--- config.mk ---
export PLATFORM = sky130hd
export DESIGN_NAME = keypad_expr_writer
export DESIGN_NICKNAME = d
export VERILOG_FILES = /design/src/rtl/calc_pkg.sv /design/src/rtl/keypad_scan.sv /design/src/rtl/keypad_expr_writer.sv
export SDC_FILE = /design/constraint.sdc
export NUM_CORES = 1
export LEC_CHECK = 0
export ABC_AREA = 1
export BUFFER_PORTS_ARGS = -buffer_cell sky130_fd_sc_hd__buf_2
export CAP_MARGIN = 20
export CORE_MARGIN = 5
export CORE_UTILIZATION = 50
export DETAILED_ROUTE_END_ITERATION = 10
export GPL_ROUTABILITY_DRIVEN = 0
export GPL_TIMING_DRIVEN = 1
export PLACE_DENSITY = 0.68
export RECOVER_POWER = 100
export SLEW_MARGIN = 5
export SYNTH_ARGS = -nofsm -noshare
export SYNTH_HDL_FRONTEND = slang
export SYNTH_HIERARCHICAL = 1
export SYNTH_SLANG_ARGS = --single-unit
--- constraint.sdc ---
create_clock -name clk -period 6.77 [get_ports clk]
set_input_delay 0.677 -clock clk [delete_from_list [all_inputs] [get_ports clk]]
set_output_delay 0.677 -clock clk [all_outputs]
set_load 0.02 [all_outputs]
--- src/rtl/calc_pkg.sv ---
// Shared character codes, FSM state encoding and key-map helpers for the
// keypad expression writer.
package calc_pkg;

  localparam logic [7:0] CH_0      = 8'h30;
  localparam logic [7:0] CH_PLUS   = 8'h2B;
  localparam logic [7:0] CH_MINUS  = 8'h2D;
  localparam logic [7:0] CH_STAR   = 8'h2A;
  localparam logic [7:0] CH_LPAREN = 8'h28;
  localparam logic [7:0] CH_RPAREN = 8'h29;
  localparam logic [7:0] CH_HASH   = 8'h23;

  typedef enum logic [2:0] {
    ST_SCAN      = 3'd0,
    ST_DEBOUNCE  = 3'd1,
    ST_WRITE     = 3'd2,
    ST_START     = 3'd3,
    ST_WAIT_DONE = 3'd4,
    ST_RELEASE   = 3'd5
  } state_t;

  // Column 3 holds the operators, row 3 the parentheses; the rest is a 3x3 digit grid.
  function automatic logic [7:0] key_code(input logic [1:0] row, input logic [1:0] col);
    logic [7:0] code;
    code = CH_0;
    if (col == 2'd3) begin
      case (row)
        2'd0:    code = CH_PLUS;
        2'd1:    code = CH_MINUS;
        2'd2:    code = CH_STAR;
        default: code = CH_HASH;
      endcase
    end else if (row == 2'd3) begin
      case (col)
        2'd0:    code = CH_LPAREN;
        2'd1:    code = CH_0;
        default: code = CH_RPAREN;
      endcase
    end else begin
      code = CH_0 + 8'd1 + 8'd3 * {6'd0, row} + {6'd0, col};
    end
    return code;
  endfunction

  function automatic logic is_terminator(input logic [7:0] code);
    return code == CH_HASH;
  endfunction

endpackage

--- src/rtl/keypad_scan.sv ---
// Keypad row rotation, column synchronizer and single-key detection.
// While hold is high the current row stays driven so the caller can debounce it.
module keypad_scan #(
  parameter int SCAN_DIV = 1000
) (
  input  logic       clk,
  input  logic       rst,
  input  logic [3:0] kp_col,
  input  logic       hold,
  output logic [3:0] kp_row,
  output logic [3:0] col_sync,
  output logic       key_valid,
  output logic [1:0] row_idx,
  output logic [1:0] col_idx
);

  localparam int DW = (SCAN_DIV > 1) ? $clog2(SCAN_DIV) : 1;

  logic [3:0]    r_col_meta;
  logic [3:0]    r_col_sync;
  logic [DW-1:0] r_div;
  logic [1:0]    r_row_idx;
  logic          w_last;
  logic          w_single;
  logic [1:0]    w_col_idx;

  // NOTE: every always_comb output gets a default first, so no path can infer a latch.
  always_comb begin
    w_single  = 1'b0;
    w_col_idx = 2'd0;
    case (r_col_sync)
      4'b1110: begin w_single = 1'b1; w_col_idx = 2'd0; end
      4'b1101: begin w_single = 1'b1; w_col_idx = 2'd1; end
      4'b1011: begin w_single = 1'b1; w_col_idx = 2'd2; end
      4'b0111: begin w_single = 1'b1; w_col_idx = 2'd3; end
      default: ;
    endcase
  end

  assign w_last    = (r_div == DW'(SCAN_DIV - 1));
  assign key_valid = !hold && w_last && w_single;
  assign row_idx   = r_row_idx;
  assign col_idx   = w_col_idx;
  assign col_sync  = r_col_sync;
  assign kp_row    = ~(4'b0001 << r_row_idx);

  // NOTE: sequential state uses non-blocking assignments so every flop samples pre-edge values.
  always_ff @(posedge clk) begin
    if (rst) begin
      r_col_meta <= 4'hF;
      r_col_sync <= 4'hF;
      r_div      <= '0;
      r_row_idx  <= 2'd0;
    end else begin
      r_col_meta <= kp_col;
      r_col_sync <= r_col_meta;
      if (hold) begin
        r_div <= '0;
      end else if (w_last) begin
        r_div <= '0;
        // A detected key keeps its row so the debouncer sees the same row next.
        if (!w_single) r_row_idx <= r_row_idx + 2'd1;
      end else begin
        r_div <= r_div + DW'(1);
      end
    end
  end

endmodule

--- src/rtl/keypad_expr_writer.sv ---
// Debounces keypad presses and writes their character codes into the
// expression buffer; '#' terminates and triggers evaluation.
// Optional KEYPAD_ECHO_EN adds last_key, the most recently written code.
module keypad_expr_writer
  import calc_pkg::*;
#(
  parameter int SCAN_DIV     = 1000,
  parameter int DEBOUNCE_CYC = 20000,
  parameter int MAX_LEN      = 256
) (
  input  logic       clk,
  input  logic       rst,
  input  logic [3:0] kp_col,
  output logic [3:0] kp_row,
  input  logic       done,
  output logic       mem_we,
  output logic [7:0] mem_addr,
  output logic [7:0] mem_wdata,
  output logic       start,
  output logic       busy,
  output logic       overflow
`ifdef KEYPAD_ECHO_EN
  ,
  output logic [7:0] last_key
`endif
);

  localparam int              CW       = $clog2(DEBOUNCE_CYC + 1);
  localparam logic [CW-1:0]   CNT_LAST = CW'(DEBOUNCE_CYC - 1);
  localparam logic [7:0]      PTR_FULL = 8'(MAX_LEN - 1);

  state_t        r_state;
  logic [1:0]    r_row;
  logic [1:0]    r_col;
  logic [CW-1:0] r_cnt;
  logic [7:0]    r_ptr;
  logic          r_mem_we;
  logic [7:0]    r_mem_addr;
  logic [7:0]    r_mem_wdata;
  logic          r_start;
  logic          r_busy;
  logic          r_overflow;

  logic          w_key_valid;
  logic [1:0]    w_row_idx;
  logic [1:0]    w_col_idx;
  logic [3:0]    w_col_sync;
  logic [3:0]    w_expect;
  logic [7:0]    w_code;
  logic          w_is_hash;
  logic          w_full;

  keypad_scan #(.SCAN_DIV(SCAN_DIV)) u_scan (
    .clk       (clk),
    .rst       (rst),
    .kp_col    (kp_col),
    .hold      (r_state != ST_SCAN),
    .kp_row    (kp_row),
    .col_sync  (w_col_sync),
    .key_valid (w_key_valid),
    .row_idx   (w_row_idx),
    .col_idx   (w_col_idx)
  );

  assign w_code    = key_code(r_row, r_col);
  assign w_expect  = ~(4'b0001 << r_col);
  assign w_is_hash = is_terminator(w_code);
  assign w_full    = (r_ptr == PTR_FULL);

  always_ff @(posedge clk) begin
    if (rst) begin
      r_state     <= ST_SCAN;
      r_row       <= 2'd0;
      r_col       <= 2'd0;
      r_cnt       <= '0;
      r_ptr       <= 8'd0;
      r_mem_we    <= 1'b0;
      r_mem_addr  <= 8'd0;
      r_mem_wdata <= 8'd0;
      r_start     <= 1'b0;
      r_busy      <= 1'b0;
      r_overflow  <= 1'b0;
    end else begin
      r_mem_we <= 1'b0;
      r_start  <= 1'b0;
      case (r_state)
        ST_SCAN: begin
          if (w_key_valid) begin
            r_row   <= w_row_idx;
            r_col   <= w_col_idx;
            r_cnt   <= '0;
            r_state <= ST_DEBOUNCE;
          end
        end
        ST_DEBOUNCE: begin
          if (w_col_sync != w_expect) begin
            r_state <= ST_SCAN;
          end else if (r_cnt != CNT_LAST) begin
            r_cnt <= r_cnt + CW'(1);
          end else if (w_full && !w_is_hash) begin
            // Last slot is reserved for the terminator.
            r_overflow <= 1'b1;
            r_cnt      <= '0;
            r_state    <= ST_RELEASE;
          end else begin
            r_mem_we    <= 1'b1;
            r_mem_addr  <= r_ptr;
            r_mem_wdata <= w_code;
            if (w_is_hash) r_busy <= 1'b1;
            r_state     <= ST_WRITE;
          end
        end
        ST_WRITE: begin
          r_ptr <= r_ptr + 8'd1;
          r_cnt <= '0;
          if (w_is_hash) begin
            r_start <= 1'b1;
            r_state <= ST_START;
          end else begin
            r_state <= ST_RELEASE;
          end
        end
        ST_START: r_state <= ST_WAIT_DONE;
        ST_WAIT_DONE: begin
          if (done) begin
            r_ptr      <= 8'd0;
            r_busy     <= 1'b0;
            r_overflow <= 1'b0;
            r_cnt      <= '0;
            r_state    <= ST_RELEASE;
          end
        end
        ST_RELEASE: begin
          if (w_col_sync != 4'hF)   r_cnt   <= '0;
          else if (r_cnt == CNT_LAST) r_state <= ST_SCAN;
          else                      r_cnt   <= r_cnt + CW'(1);
        end
        default: r_state <= ST_SCAN;
      endcase
    end
  end

  assign mem_we    = r_mem_we;
  assign mem_addr  = r_mem_addr;
  assign mem_wdata = r_mem_wdata;
  assign start     = r_start;
  assign busy      = r_busy;
  assign overflow  = r_overflow;

`ifdef KEYPAD_ECHO_EN
  logic [7:0] r_last_key;

  always_ff @(posedge clk) begin
    if (rst)                                    r_last_key <= 8'h00;
    else if (r_state == ST_DEBOUNCE && w_col_sync == w_expect &&
             r_cnt == CNT_LAST && !(w_full && !w_is_hash)) r_last_key <= w_code;
  end

  assign last_key = r_last_key;
`endif

endmodule
==> load_flow_metrics.sql <==
INSERT INTO impl_metrics (metric_group, metric, value, unit) VALUES
('final_layout', 'multi_input_area', '2070', 'sq um'),
('critical_path', 'critical_path.most_common_cell', 'sky130_fd_sc_hd__nand2_1', ''),
('outcome', 'outcome', 'completed', ''),
('sta', 'skew', '13.6', 'ps'),
('hold_path', 'holdPathStages', '1', ''),
('critical_path', 'largest_delay_share_family_worst_path', 'simple AND/OR/NAND/NOR gates', ''),
('yosys', 'postSynth.asyncResetShare', '0', '%'),
('clock_tree', 'cts_buffer_count', '9', ''),
('sta', 'rsz0062_at_grt', 'false', ''),
('floorplanning', 'fp.dieH', '98.0', 'microns'),
('drt', 'routed_via_density', '4.98', ''),
('power_and_ir_drop', 'power_per_standard_cell_area', '182', 'nW/um^2'),
('final_layout', 'n_fill_cell', '761', ''),
('global_routing', 'final_global_route_overflow_total', '0', ''),
('floorplanning', 'chipWidth', '98.0', 'microns'),
('clock_tree', 'clkTransAtPathRegs', '80', 'ps'),
('final_layout', 'seq_area', '1360', 'sq um'),
('drt', 'detailedRoute.firstPassIterationCount', '4', ''),
('yosys', 'synthFlopType', 'sky130_fd_sc_hd__dfxtp_1', ''),
('sta', 'final_count_of_hold_timing_violations', '0', ''),
('clock_tree', 'cts_num_sinks', '68', ''),
('place', 'placement.io_buffers', '28', ''),
('final_layout', 'diodes', '0', ''),
('clock_tree', 'tritoncts_clock_tree', 'done', ''),
('critical_path', 'critPathSlowestCell', 'sky130_fd_sc_hd__nand3_1', ''),
('global_routing', 'vias_in_the_first_global_route', '3215', ''),
('sta', 'period_needed', '3520', 'ps'),
('critical_path', 'critical_path_class', 'flip-flop to flip-flop', ''),
('critical_path', 'required', '7000', 'ps'),
('yosys', 'synthCells', '564', ''),
('global_routing', 'global_route_wire_length_before_repair', '13900', 'microns'),
('yosys', 'syn-cell-area', '3870', 'sq um'),
('floorplanning', 'std_cell_rows', '32', ''),
('critical_path', 'cp-end-kind', 'flip-flop', ''),
('sta', 'finalSetupViolations', '0', ''),
('final_layout', 'finish.utilization', '54.5', '%'),
('sta', 'number_of_max_slew_violations_in_the_final_report', '0', ''),
('floorplanning', 'floorplan.die_area', '9610', 'sq um'),
('drt', 'wl_per_cell', '11.3', 'microns'),
('sta', 'fmax', '0.284', 'GHz'),
('drt', 'antenna_violating_nets_post_route', '0', ''),
('yosys', 'synth-edff-count', '0', ''),
('hold_path', 'worstHoldPathType', 'flip-flop to flip-flop', ''),
('sta', 'setup_tns', '0', 'ps'),
('power_and_ir_drop', 'ir_worst_vdd', '0.0798', 'mV'),
('global_routing', 'number_of_antenna_violations_at_the_first_check_in_global_routing', '0', ''),
('clock_tree', 'cts_resized', '0', ''),
('critical_path', 'cp.buffers_inverters', '1', ''),
('critical_path', 'worstPathMaxFanout', '17', ''),
('place', 'place.detailed.hpwl', '5790', 'microns'),
('final_layout', 'fraction_of_final_layout_cells_with_drive_strength_greater_than_1', '10.2', '%'),
('critical_path', 'timing.critical_path.depth', '14', ''),
('global_routing', 'grt_start_max_net_pins', '30', ''),
('yosys', 'synth.ff_latch_count', '68', ''),
('critical_path', 'timing.reg2reg.worst_path_depth', '14', ''),
('yosys', 'netlist-cell-type-count', '42', ''),
('final_layout', 'finish.net_count', '614', ''),
('drt', 'detail_route.drc_violations', '0', ''),
('critical_path', 'startpoint_type', 'flip-flop', ''),
('yosys', 'synth-warning-count', '6', ''),
('clock_tree', 'clock_tree.buffer_depth', '2', ''),
('floorplanning', 'core', '7650', 'sq um'),
('drt', 'drt_iter0_drc', '150', ''),
('clock_tree', 'root_buffer_selected_by_cts', 'sky130_fd_sc_hd__clkbuf_8', ''),
('critical_path', 'worst-endpoint-arrival', '3760', 'ps'),
('sta', 'finalCritPeriodShare', '52.1', '%'),
('drt', 'routed_wl', '7890', 'microns'),
('clock_tree', 'cts_setup_buffers', '0', ''),
('floorplanning', 'start_util', '50.7', '%'),
('final_layout', 'syn_to_final_growth', '7.56', '%'),
('clock_tree', 'clock_latency_on_the_worst_skew_pair', '340', 'ps');
-- cell type report --
class	instances	share of cell area [%]
clock buffers	10	3.06
clock inverters	6	1.56
inverters	82	7.39
multi-input cells	403	49.6
flip-flops and latches	68	32.7
well taps	102	3.06
repair buffers	28	2.67
-- cells in the final DEF (no fill, tap or decap), drive strengths merged, types with 3 or more instances in the layout --
cell / n
a21oi: 34
buf: 5
clkbuf: 33
clkinv: 4
dfxtp: 68
ha: 13
inv: 82
nand2: 137
nand3: 50
nand4: 16
nor2: 90
nor3: 14
nor4: 3
o21ai: 13
o21bai: 3
or2: 13
xor2: 4
-- sequential cells by signal, summed over array words and instances (netlist names), 3 cells and up --
name / count
mem_wdata: 6
r_state: 3
u_scan/r_div: 10
r_ptr: 8
r_cnt: 15
mem_addr: 8
u_scan/r_col_meta: 4
u_scan/col_sync: 4
-- cell usage after synthesis, types with 3 or more instances --
library cell	count	area, sq um
sky130_fd_sc_hd__ha_1	13	163
sky130_fd_sc_hd__o21bai_1	3	22.5
sky130_fd_sc_hd__inv_1	74	278
sky130_fd_sc_hd__buf_4	4	30.0
sky130_fd_sc_hd__nor3_1	10	50.1
sky130_fd_sc_hd__nand2_2	5	31.3
sky130_fd_sc_hd__nand4_1	15	93.8
sky130_fd_sc_hd__a21oi_1	34	170
sky130_fd_sc_hd__xor2_1	4	35.0
sky130_fd_sc_hd__o21ai_0	13	65.1
sky130_fd_sc_hd__nand3_1	45	225
sky130_fd_sc_hd__nor2_1	80	300
sky130_fd_sc_hd__or2_2	11	68.8
sky130_fd_sc_hd__nand3_2	3	30.0
sky130_fd_sc_hd__buf_6	3	33.8
sky130_fd_sc_hd__dfxtp_1	68	1360
sky130_fd_sc_hd__nor3_2	3	30.0
sky130_fd_sc_hd__nand2_1	130	488
sky130_fd_sc_hd__nor2_4	3	33.8
sky130_fd_sc_hd__inv_2	8	30.0
sky130_fd_sc_hd__nor2_2	6	37.5
-- through the flow --
step                      worst slack (ps)  hold slack [ps]  cells  power (W)  area (sq um)
after floorplan                       4420              389    565   0.000436          3880
after CTS                             4000              418    699   0.000770          4240
final                                 3250              415    699   0.000758          4170
after global placement                4110              395    683   0.000440          4040
after global routing                  2880              437    699   0.000793          4170
after detailed placement              4040              399    683   0.000441          4040
-- report_power, final --
| part | switching [W] | total, W | internal (W) |
|---|---|---|---|
| clock network | 0.000157 | 0.000327 | 0.000170 |
| logic | 0.0000171 | 0.0000248 | 0.00000766 |
| registers | 0.00000305 | 0.000407 | 0.000403 |
-- logic make-up (layout without fill, tap and decap cells) --
| family | count (synthesis) | count (layout) | share of synthesized area (%) |
|---|---|---|---|
| xor+xnor | 4 | 4 | 0.904 |
| other cells | 1 | 2 | 0.0968 |
| compound gates | 54 | 54 | 7.46 |
| mux | 1 | 1 | 0.258 |
| flops | 68 | 68 | 35.1 |
| fa+ha+maj | 15 | 15 | 5.23 |
| buf+inv | 94 | 126 | 10.6 |
| simple gates | 327 | 327 | 40.3 |
-- worst paths after layout --
path / endpoint / start / slack, ps
setup / recovery: r_cnt[6]$_SDFFE_PP0P_ / r_col[1]$_SDFFE_PP0P_ / 3250
hold / removal: u_scan/col_sync[1]$_SDFF_PP1_ / u_scan/r_col_meta[1]$_SDFF_PP1_ / 410
setup reg to reg: r_cnt[6]$_SDFFE_PP0P_ / r_col[1]$_SDFFE_PP0P_ / 3250
hold reg to reg: u_scan/col_sync[1]$_SDFF_PP1_ / u_scan/r_col_meta[1]$_SDFF_PP1_ / 410
-- layer usage --
layer	track usage (%)	share of wire [%]	wire length, microns	vias up
met5	0	0	0	-
met4	5.54	1.7	137	0
met3	4.50	5.0	398	14
met2	27.8	46	3590	69
met1	21.9	48	3760	1549
li1	-	-	-	1846
-- worst register-to-register path, cell delays in order (launching register included) --
cell	delay [ps]
sky130_fd_sc_hd__dfxtp_1	500
sky130_fd_sc_hd__fa_1	520
sky130_fd_sc_hd__ha_1	290
sky130_fd_sc_hd__nand2_1	60
sky130_fd_sc_hd__nand2_1	50
sky130_fd_sc_hd__nand2_1	60
sky130_fd_sc_hd__nand2_1	50
sky130_fd_sc_hd__nand2_1	90
sky130_fd_sc_hd__nand2_1	100
sky130_fd_sc_hd__nand2_1	280
sky130_fd_sc_hd__nand3_1	560
sky130_fd_sc_hd__nand2_1	510
sky130_fd_sc_hd__inv_1	180
sky130_fd_sc_hd__nor2_1	140
sky130_fd_sc_hd__nor2_1	50
Note: power is estimated with default switching activity, not from simulation.
